--- config.mk ---
export PLATFORM = sky130hd
export DESIGN_NAME = dmem_port_arbiter_flat
export DESIGN_NICKNAME = d
export VERILOG_FILES = /design/src/rtl/dmem_port_arbiter_if.sv /design/src/rtl/dmem_port_arbiter.sv /design/src/flat_wrapper.sv
export SDC_FILE = /design/constraint.sdc
export NUM_CORES = 1
export LEC_CHECK = 0
export CAP_MARGIN = 20
export CORE_AREA = 2 2 99 101
export CTS_CLUSTER_DIAMETER = 40
export DETAILED_ROUTE_END_ITERATION = 12
export DIE_AREA = 0 0 101 103
export DONT_BUFFER_PORTS = 1
export SETUP_SLACK_MARGIN = 0.4
export SKIP_LAST_GASP = 1
export SYNTH_ARGS = -nofsm -noshare
export SYNTH_HDL_FRONTEND = slang
export SYNTH_SLANG_ARGS = --single-unit
export TNS_END_PERCENT = 50
--- constraint.sdc ---
create_clock -name clk -period 3 [get_ports clk]
set_clock_uncertainty 0.2 [all_clocks]
set_input_delay 0.6 -clock clk [delete_from_list [all_inputs] [get_ports clk]]
set_output_delay 0.6 -clock clk [all_outputs]
set_load 0.05 [all_outputs]
--- src/rtl/dmem_port_arbiter_if.sv ---
// dmem_port_arbiter_if: CPU, debug and memory-side signal bundle for the data-memory arbiter
interface dmem_port_arbiter_if #(
  parameter int ADDR_W = 12
);
  logic              cpu_req;
  logic              cpu_we;
  logic [ADDR_W-1:0] cpu_addr;
  logic [31:0]       cpu_wdata;
  logic [3:0]        cpu_wstrb;
  logic              cpu_gnt;
  logic              cpu_rvalid;
  logic [31:0]       cpu_rdata;
  logic              cpu_err;
  logic              dbg_req;
  logic              dbg_we;
  logic [ADDR_W-1:0] dbg_addr;
  logic [31:0]       dbg_wdata;
  logic [3:0]        dbg_wstrb;
  logic              dbg_gnt;
  logic              dbg_rvalid;
  logic [31:0]       dbg_rdata;
  logic              dbg_err;
  logic              mem_en;
  logic              mem_we;
  logic [ADDR_W-1:0] mem_addr;
  logic [31:0]       mem_wdata;
  logic [3:0]        mem_wstrb;
  logic [31:0]       mem_rdata;
  modport slave (
    input  cpu_req, cpu_we, cpu_addr, cpu_wdata, cpu_wstrb,
    output cpu_gnt, cpu_rvalid, cpu_rdata, cpu_err,
    input  dbg_req, dbg_we, dbg_addr, dbg_wdata, dbg_wstrb,
    output dbg_gnt, dbg_rvalid, dbg_rdata, dbg_err,
    output mem_en, mem_we, mem_addr, mem_wdata, mem_wstrb,
    input  mem_rdata
  );
  modport master (
    output cpu_req, cpu_we, cpu_addr, cpu_wdata, cpu_wstrb,
    input  cpu_gnt, cpu_rvalid, cpu_rdata, cpu_err,
    output dbg_req, dbg_we, dbg_addr, dbg_wdata, dbg_wstrb,
    input  dbg_gnt, dbg_rvalid, dbg_rdata, dbg_err,
    input  mem_en, mem_we, mem_addr, mem_wdata, mem_wstrb,
    output mem_rdata
  );
endinterface

--- src/rtl/dmem_port_arbiter.sv ---
// dmem_port_arbiter: CPU-priority data-memory arbiter with debug starvation guard and read-return routing
// Optional out-of-range access check enabled by defining DMEM_ARB_BOUND_CHECK_EN.
`ifndef DATA_MEM_SIZE
`define DATA_MEM_SIZE 1024
`endif
module dmem_port_arbiter #(
  parameter int ADDR_W    = 12,
  parameter int MAX_WAIT  = 8,
  parameter int MEM_BYTES = `DATA_MEM_SIZE
) (
  input logic clk,
  input logic rst,
  dmem_port_arbiter_if.slave bus
);
  typedef enum logic [1:0] {OWN_NONE, OWN_CPU, OWN_DBG} owner_e;
  localparam logic [7:0] MAX_W = 8'(MAX_WAIT);
  if (MAX_WAIT < 1 || MAX_WAIT > 255) begin : g_bad_wait
    $error("MAX_WAIT out of range");
  end
  if (MEM_BYTES > (1 << ADDR_W)) begin : g_bad_size
    $error("ADDR_W too small for MEM_BYTES");
  end
  owner_e            owner_q, owner_d;
  logic [7:0]        starve_q, starve_d;
  logic              zero_q, zero_d;
  logic [31:0]       cpu_rdata_q, dbg_rdata_q, cpu_rdata, dbg_rdata, ret_data;
  logic              cpu_win, dbg_win, win, win_we, oob, cpu_rvalid, dbg_rvalid;
  logic [ADDR_W-1:0] win_addr, mem_addr;
  logic [31:0]       win_wdata;
  logic [3:0]        win_wstrb;
  always_comb begin
    dbg_win   = !rst && bus.dbg_req && (!bus.cpu_req || starve_q == MAX_W);
    cpu_win   = !rst && bus.cpu_req && !dbg_win;
    win       = cpu_win || dbg_win;
    win_we    = dbg_win ? bus.dbg_we    : bus.cpu_we;
    win_addr  = dbg_win ? bus.dbg_addr  : bus.cpu_addr;
    win_wdata = dbg_win ? bus.dbg_wdata : bus.cpu_wdata;
    win_wstrb = dbg_win ? bus.dbg_wstrb : bus.cpu_wstrb;
    mem_addr  = win_addr & ~ADDR_W'(3);
  end
`ifdef DMEM_ARB_BOUND_CHECK_EN
  assign oob = win && (32'(mem_addr) + 32'd3 >= 32'(MEM_BYTES));
`else
  assign oob = 1'b0;
`endif
  assign bus.mem_en    = win && !oob;
  assign bus.mem_we    = win && win_we;
  assign bus.mem_addr  = mem_addr;
  assign bus.mem_wdata = win_wdata;
  assign bus.mem_wstrb = win_we ? win_wstrb : 4'b0;
  assign bus.cpu_gnt   = cpu_win;
  assign bus.dbg_gnt   = dbg_win;
  assign bus.cpu_err   = cpu_win && oob;
  assign bus.dbg_err   = dbg_win && oob;
  // A return cut off by reset is dropped; non-owner rdata keeps its last delivered word.
  always_comb begin
    cpu_rvalid = !rst && owner_q == OWN_CPU;
    dbg_rvalid = !rst && owner_q == OWN_DBG;
    ret_data   = zero_q ? 32'h0 : bus.mem_rdata;
    cpu_rdata  = cpu_rvalid ? ret_data : cpu_rdata_q;
    dbg_rdata  = dbg_rvalid ? ret_data : dbg_rdata_q;
    starve_d   = (!bus.dbg_req || dbg_win) ? 8'd0 : (starve_q == MAX_W ? starve_q : starve_q + 8'd1);
    owner_d    = (!win || win_we) ? OWN_NONE : (dbg_win ? OWN_DBG : OWN_CPU);
    zero_d     = oob;
  end
  assign bus.cpu_rvalid = cpu_rvalid;
  assign bus.dbg_rvalid = dbg_rvalid;
  assign bus.cpu_rdata  = cpu_rdata;
  assign bus.dbg_rdata  = dbg_rdata;
  always_ff @(posedge clk) begin
    if (rst) begin
      starve_q <= 8'd0;
      owner_q  <= OWN_NONE;
      zero_q   <= 1'b0;
    end else begin
      starve_q <= starve_d;
      owner_q  <= owner_d;
      zero_q   <= zero_d;
    end
    cpu_rdata_q <= cpu_rdata;
    dbg_rdata_q <= dbg_rdata;
  end
endmodule

--- src/flat_wrapper.sv ---
// flat-port wrapper written by rule: the top's interface ports become plain ports
module dmem_port_arbiter_flat 
#(
  parameter int ADDR_W    = 12,
  parameter int MAX_WAIT  = 8,
  parameter int MEM_BYTES = `DATA_MEM_SIZE
)
  (clk, rst, bus_cpu_req, bus_cpu_we, bus_cpu_addr, bus_cpu_wdata, bus_cpu_wstrb, bus_cpu_gnt, bus_cpu_rvalid, bus_cpu_rdata, bus_cpu_err, bus_dbg_req, bus_dbg_we, bus_dbg_addr, bus_dbg_wdata, bus_dbg_wstrb, bus_dbg_gnt, bus_dbg_rvalid, bus_dbg_rdata, bus_dbg_err, bus_mem_en, bus_mem_we, bus_mem_addr, bus_mem_wdata, bus_mem_wstrb, bus_mem_rdata);
  dmem_port_arbiter_if #(.ADDR_W(ADDR_W)) bus_i ();
  input logic clk;
  input logic rst;
  input wire logic [$bits(bus_i.cpu_req)-1:0] bus_cpu_req;
  input wire logic [$bits(bus_i.cpu_we)-1:0] bus_cpu_we;
  input wire logic [$bits(bus_i.cpu_addr)-1:0] bus_cpu_addr;
  input wire logic [$bits(bus_i.cpu_wdata)-1:0] bus_cpu_wdata;
  input wire logic [$bits(bus_i.cpu_wstrb)-1:0] bus_cpu_wstrb;
  output wire logic [$bits(bus_i.cpu_gnt)-1:0] bus_cpu_gnt;
  output wire logic [$bits(bus_i.cpu_rvalid)-1:0] bus_cpu_rvalid;
  output wire logic [$bits(bus_i.cpu_rdata)-1:0] bus_cpu_rdata;
  output wire logic [$bits(bus_i.cpu_err)-1:0] bus_cpu_err;
  input wire logic [$bits(bus_i.dbg_req)-1:0] bus_dbg_req;
  input wire logic [$bits(bus_i.dbg_we)-1:0] bus_dbg_we;
  input wire logic [$bits(bus_i.dbg_addr)-1:0] bus_dbg_addr;
  input wire logic [$bits(bus_i.dbg_wdata)-1:0] bus_dbg_wdata;
  input wire logic [$bits(bus_i.dbg_wstrb)-1:0] bus_dbg_wstrb;
  output wire logic [$bits(bus_i.dbg_gnt)-1:0] bus_dbg_gnt;
  output wire logic [$bits(bus_i.dbg_rvalid)-1:0] bus_dbg_rvalid;
  output wire logic [$bits(bus_i.dbg_rdata)-1:0] bus_dbg_rdata;
  output wire logic [$bits(bus_i.dbg_err)-1:0] bus_dbg_err;
  output wire logic [$bits(bus_i.mem_en)-1:0] bus_mem_en;
  output wire logic [$bits(bus_i.mem_we)-1:0] bus_mem_we;
  output wire logic [$bits(bus_i.mem_addr)-1:0] bus_mem_addr;
  output wire logic [$bits(bus_i.mem_wdata)-1:0] bus_mem_wdata;
  output wire logic [$bits(bus_i.mem_wstrb)-1:0] bus_mem_wstrb;
  input wire logic [$bits(bus_i.mem_rdata)-1:0] bus_mem_rdata;
  assign bus_i.cpu_req = bus_cpu_req;
  assign bus_i.cpu_we = bus_cpu_we;
  assign bus_i.cpu_addr = bus_cpu_addr;
  assign bus_i.cpu_wdata = bus_cpu_wdata;
  assign bus_i.cpu_wstrb = bus_cpu_wstrb;
  assign bus_cpu_gnt = bus_i.cpu_gnt;
  assign bus_cpu_rvalid = bus_i.cpu_rvalid;
  assign bus_cpu_rdata = bus_i.cpu_rdata;
  assign bus_cpu_err = bus_i.cpu_err;
  assign bus_i.dbg_req = bus_dbg_req;
  assign bus_i.dbg_we = bus_dbg_we;
  assign bus_i.dbg_addr = bus_dbg_addr;
  assign bus_i.dbg_wdata = bus_dbg_wdata;
  assign bus_i.dbg_wstrb = bus_dbg_wstrb;
  assign bus_dbg_gnt = bus_i.dbg_gnt;
  assign bus_dbg_rvalid = bus_i.dbg_rvalid;
  assign bus_dbg_rdata = bus_i.dbg_rdata;
  assign bus_dbg_err = bus_i.dbg_err;
  assign bus_mem_en = bus_i.mem_en;
  assign bus_mem_we = bus_i.mem_we;
  assign bus_mem_addr = bus_i.mem_addr;
  assign bus_mem_wdata = bus_i.mem_wdata;
  assign bus_mem_wstrb = bus_i.mem_wstrb;
  assign bus_i.mem_rdata = bus_mem_rdata;
  dmem_port_arbiter #(.ADDR_W(ADDR_W), .MAX_WAIT(MAX_WAIT), .MEM_BYTES(MEM_BYTES)) u_core (.clk(clk), .rst(rst), .bus(bus_i));
endmodule
==> impl_metrics.env <==
export IMPL_ioPinCount=254
export IMPL_muxShareOfSynthArea=0.4045
export IMPL_area_delta_synth_final_pct=22.48
export IMPL_drc=0
export IMPL_holdWs_ps=118.9
export IMPL_diodes=0
export IMPL_holdBufCountCts=0
export IMPL_synth_cell_types=34
export IMPL_worstPathRequired_ps=2200
export IMPL_hp_start="bus_cpu_we"
export IMPL_cts_root_buf="clkbuf_8"
export IMPL_final_cell_mix="dfxtp_1 (72), mux2_2 (60), mux2_4 (46)"
export IMPL_synth_top_family_by_area="multiplexers"
export IMPL_synth_compound_area_share=0.01917
export IMPL_drive_above_1_share=0.5891
export IMPL_dpl_cell_area_um2=3525
export IMPL_gp_congestion=0.6951
export IMPL_wl_per_cell_um=25.01
export IMPL_cellLeakagePower_nw=1.768
export IMPL_async_reset_ff_frac=0
export IMPL_start_kind="register"
export IMPL_max_vdd_ir_drop_v=0.0005938
export IMPL_met2WireLength_um=4846
export IMPL_synth_enable_flop_cells=0
export IMPL_final_setup_tns_ps=0
export IMPL_rows=36
export IMPL_setup_violations=0
export IMPL_max_freq_mhz=350.4
export IMPL_synthSimpleGateAreaFrac=0.05714
export IMPL_synthAdderAreaFrac=0.007519
export IMPL_synth_seq_cells=74
export IMPL_slew_viol_final=0
export IMPL_fin_crit_sh=0.9514
export IMPL_critPathKind="reg2out"
export IMPL_ant_nets=0
export IMPL_met3_length_um=1315
export IMPL_die_w_um=101
export IMPL_dieArea_um2=10400
export IMPL_initial_utilization=0.3519
export IMPL_fin_ws_ps=145.9
export IMPL_dp_hpwl_um=7232
export IMPL_finalPower_mw=3.699
export IMPL_ys_warnings_count=0
export IMPL_grt_pass1_wl_um=12130
export IMPL_clk_latency_ps=340
export IMPL_clk_pin_slew_ps=70
export IMPL_postSynthCellCount=252
export IMPL_top_layer="met4"
export IMPL_r2r_start="u_core.starve_q[0]"
export IMPL_grt_antenna_before_repair=0
export IMPL_wirelength_um=9729
export IMPL_design_area_um2=4076
export IMPL_first_iter_violations=54
export IMPL_drv_cap=0
export IMPL_cts_inserted_buffers=9
export IMPL_finalHoldViolCount=0
export IMPL_pre_cts_slack_ps=257.1
export IMPL_crit_fanout=8
export IMPL_clock_sinks=74
export IMPL_gr_total_overflow=0
export IMPL_dr_pass1_iters=4
export IMPL_die_y_um=103
export IMPL_outcome="finished clean"
export IMPL_arrival_ps=2050
export IMPL_final_nets=407
export IMPL_synth_main_ff_cell="dfxtp_1"
export IMPL_hold_class="in2reg"
export IMPL_netlist_area_um2=3328
export IMPL_clock_path_buffers=2
export IMPL_dr_total_vias=2045
export IMPL_final_min_clock_period_ps=2854
export IMPL_crit_start="u_core.starve_q[1]"
export IMPL_final_common_cell="dfxtp_1"
export IMPL_endpoint_kind="output port"
export IMPL_yosys_area_share_xor_xnor=0.01579
export IMPL_io_buffer_count=0
export IMPL_drt_met1_wl_um=3477
export IMPL_first_global_vias=2039
export IMPL_coreArea_um2=9459
export IMPL_ys_seq_area_frac=0.4451
export IMPL_register_area_um2=1484
export IMPL_cts_tree="built"
export IMPL_power_density_nw_per_um2=907.3
export IMPL_grt_max_degree=34
export IMPL_htree_levels=3
export IMPL_multiInputGateArea_um2=1808
export IMPL_fill_cells=883
export IMPL_grt_usage=0.1635
export IMPL_rsz0062_at_grt="yes"
export IMPL_postSynthAreaPerCell_um2=13.21
export IMPL_routed_via_density=5.257
## metrics by stage
| stage | instances | util |
|---|---|---|
| after detailed placement | 363 | 0.3726 |
| after global placement | 363 | 0.3726 |
| final | 389 | 0.4310 |
| after CTS | 383 | 0.4142 |
| after global routing | 389 | 0.4310 |
| after floorplan | 255 | - |
## final cells by class
class / count / area share
repair buffers: 21 / 0.08963
clock inverters: 6 / 0.03376
multi-input cells: 161 / 0.4435
well taps: 114 / 0.03499
inverters: 4 / 0.003683
flip-flops and latches: 74 / 0.3640
clock buffers: 9 / 0.03039
## layer usage
metal,vias up,global-route usage
met2,155,0.2805
met4,0,0.05613
met3,9,0.08542
met1,967,0.1736
met5,-,0
li1,914,-
## critical path, cell delays in order, from the launching register on
cell and delay, ps:
dfxtp_2 330, inv_2 70, ha_4 120, nor2b_4 150
nand3_2 90, a21o_4 270, buf_12 150, buf_12 140
mux2_4 390
## flip-flops by register name, summed over array words and instances, names as in the netlist
signal              flops
u_core.cpu_rdata_q     32
u_core.dbg_rdata_q     32
u_core.starve_q         8
u_core.owner_q          2
## Yosys cell counts (2+ instances only)
| master | instances | area share |
|---|---|---|
| mux2_1 | 4 | 0.014 |
| nor3b_2 | 2 | 0.0075 |
| nor2_1 | 10 | 0.011 |
| buf_4 | 4 | 0.0090 |
| dfxtp_1 | 74 | 0.45 |
| mux2_2 | 64 | 0.22 |
| nand2_1 | 6 | 0.0068 |
| nor2b_1 | 2 | 0.0038 |
| buf_2 | 6 | 0.0090 |
| buf_12 | 3 | 0.018 |
| xor2_1 | 3 | 0.0079 |
| inv_1 | 3 | 0.0034 |
| a32o_1 | 3 | 0.0090 |
| xnor2_1 | 3 | 0.0079 |
| mux2_4 | 38 | 0.17 |
| ha_1 | 2 | 0.0075 |
| nand2b_1 | 2 | 0.0038 |
| and3_1 | 4 | 0.0075 |
| nand3_1 | 4 | 0.0060 |
## path summary, 6_finish.rpt
path	endpoint	cells after the start	slack [ps]
max	bus_mem_addr[10]	8	150
min	u_core.owner_q[0]	1	120
max reg2reg	u_core.starve_q[1]	7	1060
min reg2reg	u_core.starve_q[0]	2	340
## cell families after synthesis
group	after synthesis
AOI/OAI and AO/OA	8
xor gates and xnor gates	6
other	1
buffers and inverters	20
DFF	74
and+or+nand+nor	34
adders and majority gates	2
muxes	107
## power by group
part / switching (mW) / total [mW] / leakage, nW / internal (mW)
combinational: 1.14 / 1.44 / 1.02 / 0.303
clock: 0.369 / 1.01 / 0.130 / 0.638
sequential: 0.0515 / 1.25 / 0.621 / 1.20
total: 1.56 / 3.70 / 1.77 / 2.14
## repair_timing
action / 4_1_cts / 5_1_grt
setup endpoints to repair: 59 / 112
pin swaps: 5 / 4
gates resized for setup: 14 / 18
buffers inserted: 3 / 4
gates cloned: 2 / 2
No activity file was read; power rests on OpenSTA's default activity.
